**config.mk**
```make
export PLATFORM = sky130hd
export DESIGN_NAME = mem_arbiter
export DESIGN_NICKNAME = d
export VERILOG_FILES = /design/src/rtl/mem_arbiter.sv
export SDC_FILE = /design/constraint.sdc
export NUM_CORES = 1
export LEC_CHECK = 0
export ABC_AREA = 1
export CORE_UTILIZATION = 41
export DETAILED_ROUTE_END_ITERATION = 8
export PLACE_DENSITY = 0.92
export SYNTH_ARGS = -nofsm -noshare
export SYNTH_HDL_FRONTEND = slang
export SYNTH_SLANG_ARGS = --single-unit
```
**constraint.sdc**
```tcl
create_clock -name clk -period 2 [get_ports clk]
set_clock_uncertainty 0.1 [all_clocks]
set_input_delay 0.4 -clock clk [delete_from_list [all_inputs] [get_ports clk]]
set_output_delay 0.4 -clock clk [all_outputs]
set_load 0.01 [all_outputs]
```
**src/rtl/mem_arbiter.sv**
```systemverilog
// rtl/mem_arbiter.sv - two-port (cpu/debug) round-robin arbiter in front of a single-port memory
`timescale 1ns/1ps
module mem_arbiter #(
    parameter int AW = 32,
    parameter int DW = 32
) (
    input  logic          clk,
    input  logic          reset,
    input  logic          cpu_req,
    input  logic          cpu_we,
    input  logic [AW-1:0] cpu_addr,
    input  logic [DW-1:0] cpu_wdata,
    output logic          cpu_gnt,
    output logic          cpu_done,
    output logic [DW-1:0] cpu_rdata,
    input  logic          dbg_req,
    input  logic          dbg_we,
    input  logic [AW-1:0] dbg_addr,
    input  logic [DW-1:0] dbg_wdata,
    output logic          dbg_gnt,
    output logic          dbg_done,
    output logic [DW-1:0] dbg_rdata,
    input  logic          dbg_lock,
    output logic          mem_read,
    output logic          mem_write,
    output logic [AW-1:0] mem_addr,
    output logic [DW-1:0] mem_wdata,
    input  logic [DW-1:0] mem_rdata,
    output logic [15:0]   cpu_stall_cnt
);

    localparam logic [1:0] IDLE   = 2'd0;
    localparam logic [1:0] ACCESS = 2'd1;
    localparam logic [1:0] DONE   = 2'd2;

    logic [1:0] state;
    logic       owner_dbg;
    logic       we_q;
    logic       last_dbg;

    logic arb_state;
    logic cpu_elig;
    logic dbg_elig;
    logic pick_cpu;
    logic pick_dbg;

    // The owner finishing in DONE is excluded so its still-held req is not regranted.
    always_comb begin
        arb_state = 1'b0;
        cpu_elig  = 1'b0;
        dbg_elig  = 1'b0;
        pick_cpu  = 1'b0;
        pick_dbg  = 1'b0;
        arb_state = !reset && (state == IDLE || state == DONE);
        cpu_elig  = arb_state && cpu_req && !dbg_lock && !(state == DONE && !owner_dbg);
        dbg_elig  = arb_state && dbg_req && !(state == DONE && owner_dbg);
        pick_cpu  = cpu_elig && (!dbg_elig || last_dbg);
        pick_dbg  = dbg_elig && !pick_cpu;
    end

    assign cpu_gnt   = pick_cpu;
    assign dbg_gnt   = pick_dbg;
    assign cpu_done  = (state == DONE) && !owner_dbg;
    assign dbg_done  = (state == DONE) && owner_dbg;
    assign mem_read  = (state == ACCESS) && !we_q;
    assign mem_write = (state == ACCESS) && we_q;

    always_ff @(posedge clk) begin
        if (reset) begin
            state         <= IDLE;
            owner_dbg     <= 1'b0;
            we_q          <= 1'b0;
            last_dbg      <= 1'b1;
            mem_addr      <= '0;
            mem_wdata     <= '0;
            cpu_rdata     <= '0;
            dbg_rdata     <= '0;
            cpu_stall_cnt <= '0;
        end else begin
            case (state)
                IDLE, DONE: begin
                    if (pick_cpu || pick_dbg) begin
                        state     <= ACCESS;
                        owner_dbg <= pick_dbg;
                        last_dbg  <= pick_dbg;
                        we_q      <= pick_dbg ? dbg_we    : cpu_we;
                        mem_addr  <= pick_dbg ? dbg_addr  : cpu_addr;
                        mem_wdata <= pick_dbg ? dbg_wdata : cpu_wdata;
                    end else begin
                        state <= IDLE;
                    end
                end
                ACCESS: begin
                    state <= DONE;
                    if (!we_q) begin
                        if (owner_dbg) dbg_rdata <= mem_rdata;
                        else           cpu_rdata <= mem_rdata;
                    end
                end
                default: state <= IDLE;
            endcase

            if (cpu_req && !cpu_done && cpu_stall_cnt != 16'hFFFF)
                cpu_stall_cnt <= cpu_stall_cnt + 16'd1;
        end
    end

endmodule

```
# Word-level counts from Yosys, hierarchy flattened
# Index checks and enable logic that the tools add are counted.
[word_totals]
elab_cells = 50
input_bits = 167
out_inout_bits = 150
regBits = 149
[classes]
n_addsub = 1
bitwise = 2
n_reduce_logical = 30
n_mux = 5
n_eq_ne = 3
[op_table]
columns = ["operator", "count"]
rows = [
  ["2-to-1 mux 32 bit", 2],
  ["adder 16 x 1 -> 16 bit (second input constant)", 1],
  ["!= test 16 bit (second input constant)", 1],
  ["logical AND 1 bit", 14],
  ["zero test 1 bit", 8],
  ["AND reduction 3 bit", 2],
  ["case mux 2 bit (2 select lines)", 1],
  ["logical OR 1 bit", 3],
  ["== test 2 x 1 -> 1 bit (second input constant)", 1],
  ["== test 2 bit (second input constant)", 1],
  ["zero test 2 bit", 1],
  ["2-to-1 mux 1 bit", 2],
  ["NOT 1 bit", 2],
  ["AND reduction 2 bit", 1],
  ["OR reduction 2 bit", 1],
]

# Logic depth before layout (Yosys ltp)
# Gate-level depths: netlist of run 1.
[logic_depth]
ltp_word = 13
depth_mapped = 10
depth_no_buf = 10

# Least setup slack after synthesis of run 1
# Ideal clock, no wire load.
[synth_timing]
kind = "input to output"
startpoint = "in reset"
endpoint = "out dbg_gnt"
path_buffers = 2
required_ns = 1.500
arrival_ns = 1.274
slack_ns = 0.226
stages = 8
cell_sequence = "buf_2 > nor2_4 > nand2_1 > nor2_2 > nand2_1 > nand2_2 > buf_2 > inv_1"
[synth_between]
elab_chain_cells = 9
word_cells_on_any_way = 12
cone_classes = "12 x reduce/logical"
[synth_lines]
columns = ["element", "line", "source"]
rows = [
  ["start: declaration", "8", "input logic reset,"],
  ["zero test 1 bit (*)", "54", "arb_state = !reset && (state == IDLE || state == DONE);"],
  ["logical AND 1 bit (*)", "54", ""],
  ["logical AND 1 bit (2 in a row)", "56", "dbg_elig = arb_state && dbg_req && !(state == DONE && owner_dbg);"],
  ["zero test 1 bit", "57", "pick_cpu = cpu_elig && (!dbg_elig || last_dbg);"],
  ["logical OR 1 bit", "57", ""],
  ["logical AND 1 bit", "57", ""],
  ["zero test 1 bit", "58", "pick_dbg = dbg_elig && !pick_cpu;"],
  ["logical AND 1 bit (*)", "58", ""],
  ["end: declaration", "20", "output logic dbg_gnt,"],
]
# Mark *: on every way between the ends. The rest lies on a longest branch, timed or not.

# Worst setup path in the final report of run 1
[layout_timing]
startpoint = "reg state[0]"
endpoint = "out dbg_gnt"
[layout_between]
elab_chain_cells = 10
word_cells_on_any_way = 18
cone_classes = "1 x eq/ne; 17 x reduce/logical"
[layout_lines]
columns = ["element", "line", "source"]
rows = [
  ["start: declaration", "36", "logic [1:0] state;"],
  ["start signal: assignment", "70", "state <= IDLE;"],
  ["start signal: assignment", "83", "state <= ACCESS;"],
  ["start signal: assignment", "90", "state <= IDLE;"],
  ["== test 2 bit or zero test 2 bit (tied branches)", "54, 55, 56", ""],
  ["logical OR 1 bit", "54", ""],
  ["logical AND 1 bit", "54", ""],
  ["logical AND 1 bit (2 in a row)", "56", ""],
  ["zero test 1 bit", "57", ""],
  ["logical OR 1 bit", "57", ""],
  ["logical AND 1 bit", "57", ""],
  ["zero test 1 bit", "58", ""],
  ["logical AND 1 bit (*)", "58", ""],
]
# Marked as above.

==> flow_results.xml, run 1 <==
<?xml version="1.0" encoding="UTF-8"?>
<metrics>
  <group name="synthesis">
    <metric name="most_used_standard_cells_in_the_synthesized_netlist" unit="">265 x sky130_fd_sc_hd__nand2_1, 154 x sky130_fd_sc_hd__nor2_1, 149 x sky130_fd_sc_hd__dfxtp_1</metric>
    <metric name="async_reset_ff_frac" unit="">0</metric>
    <metric name="post_synth_num_cell_types" unit="">23</metric>
    <metric name="net_count_after_synthesis" unit="">1124</metric>
    <metric name="syn-instance-count" unit="">956</metric>
    <metric name="synth_area_per_cell" unit="µm²">6.71</metric>
    <metric name="synth_top_cells_by_area" unit="">sky130_fd_sc_hd__dfxtp_1 47%, sky130_fd_sc_hd__nand2_1 16%, sky130_fd_sc_hd__o21ai_0 10%</metric>
    <metric name="synthFlopType" unit="">sky130_fd_sc_hd__dfxtp_1</metric>
    <metric name="synth_top_cell_area_share" unit="">0.465</metric>
    <metric name="netlist_area" unit="mm²">0.00641</metric>
    <metric name="synth_enable_flop_cells" unit="">0</metric>
    <metric name="synth_top_area_cell" unit="">sky130_fd_sc_hd__dfxtp_1</metric>
    <metric name="synthesis.yosys.warnings" unit="">0</metric>
    <metric name="synth.yosys.seq_area_share" unit="">0.465</metric>
    <metric name="yosys.cell_count.top_type" unit="">sky130_fd_sc_hd__nand2_1</metric>
    <metric name="postSynthRegisterBits" unit="">149</metric>
  </group>
  <group name="place">
    <metric name="place.gp.congestion" unit="">0.842</metric>
    <metric name="placement.io_buffers" unit="">316</metric>
    <metric name="final_hpwl_from_detailed_placement" unit="µm">15500</metric>
  </group>
  <group name="clock_tree">
    <metric name="clock_tree.htree_level_count" unit="">4</metric>
    <metric name="tritoncts.num_buffers" unit="">17</metric>
    <metric name="postCtsHoldBufs" unit="">0</metric>
    <metric name="cts_num_sinks" unit="">149</metric>
    <metric name="cts_tree" unit="">yes</metric>
    <metric name="ctsRootBufferMaster" unit="">sky130_fd_sc_hd__clkbuf_16</metric>
    <metric name="clock_path_buffers" unit="">2</metric>
    <metric name="clkLatencyLatePin" unit="ns">0.42</metric>
    <metric name="clk_transition_reported_paths" unit="ns">0.06</metric>
  </group>
  <group name="critical_path">
    <metric name="timing.critical_path.arrival" unit="ns">1.49</metric>
    <metric name="critPathKind" unit="">flip-flop to output port</metric>
    <metric name="critical_path_sink_type" unit="">output port</metric>
    <metric name="worst_path_max_delay_cell" unit="">sky130_fd_sc_hd__dfxtp_2</metric>
    <metric name="critPathTopFamily" unit="">simple AND/OR/NAND/NOR gates</metric>
    <metric name="cp.required" unit="ns">1.50</metric>
    <metric name="setup.reg_to_reg.worst_slack" unit="ns">0.10</metric>
    <metric name="crit_chain" unit="">buf_6 &gt; nor2_4 &gt; nand2_2 &gt; nor2_4 &gt; nand2_4 &gt; nand2_2 &gt; inv_1 &gt; buf_2</metric>
    <metric name="critical_path.max_stage_delay" unit="ns">0.33</metric>
    <metric name="path_max_fanout" unit="">4</metric>
    <metric name="cp.buffers_inverters" unit="">3</metric>
    <metric name="crit_path_start_kind" unit="">flip-flop</metric>
  </group>
  <group name="sta">
    <metric name="max_freq" unit="GHz">0.503</metric>
    <metric name="rsz_0062_raised_after_global_routing" unit="">yes</metric>
    <metric name="max_slew_margin" unit="">0.645</metric>
    <metric name="finalSetupViolCount" unit="">0</metric>
    <metric name="finalCriticalPeriod" unit="ns">1.99</metric>
    <metric name="worst-slew-pin-transition" unit="ns">0.532</metric>
    <metric name="hold_slack" unit="ns">0.382</metric>
    <metric name="finalHoldViolCount" unit="">0</metric>
    <metric name="fin_tns_setup" unit="ns">0</metric>
    <metric name="drv_slew" unit="">0</metric>
    <metric name="fin_crit_sh" unit="">0.995</metric>
  </group>
  <group name="detailed_routing">
    <metric name="dr_total_vias" unit="">7385</metric>
    <metric name="route.antenna.remaining_nets" unit="">0</metric>
    <metric name="pre_repair_dr_iteration_count" unit="">5</metric>
    <metric name="drt_iter0_drc" unit="">383</metric>
    <metric name="wl" unit="µm">21700</metric>
    <metric name="detail_route.vias_per_cell" unit="">4.93</metric>
    <metric name="drc" unit="">0</metric>
    <metric name="wl_per_cell" unit="µm">14.5</metric>
  </group>
  <group name="power_and_ir_drop">
    <metric name="switching_share" unit="">0.271</metric>
    <metric name="power_frac_clock" unit="">0.395</metric>
    <metric name="switching_power_of_the_nets" unit="W">0.00230</metric>
    <metric name="pwr-share-comb" unit="">0.213</metric>
    <metric name="power_density" unit="mW/mm²">793</metric>
    <metric name="seq_power_share" unit="">0.393</metric>
    <metric name="power.total" unit="W">0.00847</metric>
    <metric name="vdd.ir_drop.worst" unit="mV">0.634</metric>
    <metric name="power.internal" unit="W">0.00617</metric>
    <metric name="power.leakage" unit="nW">4.56</metric>
  </group>
  <group name="layout">
    <metric name="postLayoutCoreUtil" unit="">0.700</metric>
    <metric name="filler_cell_count" unit="">1131</metric>
    <metric name="area.growth.synth_to_final" unit="%">66.5</metric>
    <metric name="nets" unit="">1443</metric>
    <metric name="antenna-diode-count" unit="">0</metric>
    <metric name="layout-drive-gt1-share" unit="">0.0754</metric>
  </group>
  <group name="global_route">
    <metric name="overflow" unit="">0</metric>
    <metric name="via_count_of_the_first_global_routing_pass" unit="">6973</metric>
    <metric name="grt_antenna_before_repair" unit="">0</metric>
    <metric name="gr_usage_total" unit="">0.261</metric>
    <metric name="grt_first_pass_wirelength" unit="µm">33500</metric>
    <metric name="grt_start_max_net_pins" unit="">59</metric>
  </group>
  <group name="min_path">
    <metric name="worst_hold_path_type" unit="">flip-flop to flip-flop</metric>
  </group>
  <group name="floorplan">
    <metric name="dieArea" unit="mm²">0.0161</metric>
    <metric name="io-pin-count" unit="">317</metric>
    <metric name="die_wd" unit="µm">127</metric>
    <metric name="start_util" unit="">0.420</metric>
    <metric name="die_height" unit="µm">127</metric>
    <metric name="floorplan.rows" unit="">45</metric>
    <metric name="core_area" unit="mm²">0.0153</metric>
  </group>
  <group name="job">
    <metric name="max-cap-violations" unit="">0</metric>
  </group>
  <group name="run_status">
    <metric name="result_of_the_run" unit="">complete, no violations</metric>
  </group>
</metrics>
power groups by stage:
stage	clock network, W	registers (W)	logic (W)
finish	0.00334	0.00332	0.00180
global route	0.00352	0.00335	0.00196
CTS	0.00339	0.00332	0.00175
detailed placement	0	0.00338	0.00173
global placement	0	0.00337	0.00169
floorplan	0	0.00348	0.000625
layer usage:
layer	vias to the layer above	GRT usage	routed length [µm]
met5	-	0	0
met1	3328	0.283	7920
met2	363	0.459	10900
li1	3632	-	-
met4	0	0.159	1080
met3	62	0.0674	1810
flip-flops by register name (all words and copies together) (netlist names):
register / count
cpu_stall_cnt: 16
mem_wdata: 32
owner_dbg: 1
cpu_rdata: 32
state: 2
mem_addr: 32
we_q: 1
dbg_rdata: 32
last_dbg: 1
path summary, 6_finish.rpt:
kind / start / end / cells past startpoint
hold / removal: cpu_rdata[23] / cpu_rdata[23] / 2
setup / recovery: state[0] / dbg_gnt / 8
hold reg to reg: cpu_rdata[23] / cpu_rdata[23] / 2
setup reg to reg: owner_dbg / mem_wdata[15] / 13
layout make-up:
type | count | area, µm² | area share
inverter | 91 | 343 | 0.0321
sequential | 149 | 2990 | 0.280
multi-input combinational | 658 | 2860 | 0.268
tap | 211 | 264 | 0.0247
timing repair buffer | 358 | 3610 | 0.338
clock buffer | 17 | 425 | 0.0399
clock inverter | 14 | 189 | 0.0177
cells in the final DEF (no fill, tap or decap), drive strengths merged:
cell	n
nor3	1
nand2	266
clkinvlp	2
clkbuf	20
buf	42
bufinv	3
o21ai	136
clkdlybuf4s50	309
dlygate4sd2	4
inv	97
nand4	4
xnor2	4
a211oi	1
clkinv	3
a21oi	78
nor2	156
xor2	1
nand3	9
dfxtp	149
o211ai	1
ha	1
logic make-up after synthesis:
| family | Yosys count | share of synthesized area |
|---|---|---|
| and+or+nand+nor | 436 | 0.261 |
| xor gates and xnor gates | 5 | 0.00683 |
| adders and majority gates | 1 | 0.00195 |
| AOI/OAI and AO/OA | 216 | 0.169 |
| buffers and inverters | 149 | 0.0960 |
| DFF | 149 | 0.465 |
worst register-to-register path: cells and delay by family (launching register included):
kind | cells | cell delay (ns)
flip-flops | 1 | 0.34
AND/OR/NAND/NOR | 6 | 0.54
AO/OA/AOI/OAI | 1 | 0.05
buffers and inverters | 6 | 0.77
stage by stage:
step	instances	worst slack [ns]	instance area, µm²
after floorplan	956	0.226	6410
after global placement	1458	-0.407	9920
after detailed placement	1458	-0.461	9920
after CTS	1492	-0.00648	10600
after global routing	1498	-0.0689	10700
final	1498	0.0103	10700
timing repair:
action,in CTS,in global routing
hold endpoints to repair,0,0
resized for setup,18,11
pin swaps,2,7
setup endpoints to repair,6,14
cloned,0,3
setup buffers,3,3
Power figures use the tool's default switching activity.
==> run 2, diff against run 1 <==
Settings changed: SLEW_MARGIN set to 15.
==> results of run 2 <==
No change in the layout: final DEF, timing and power equal those of run 1.
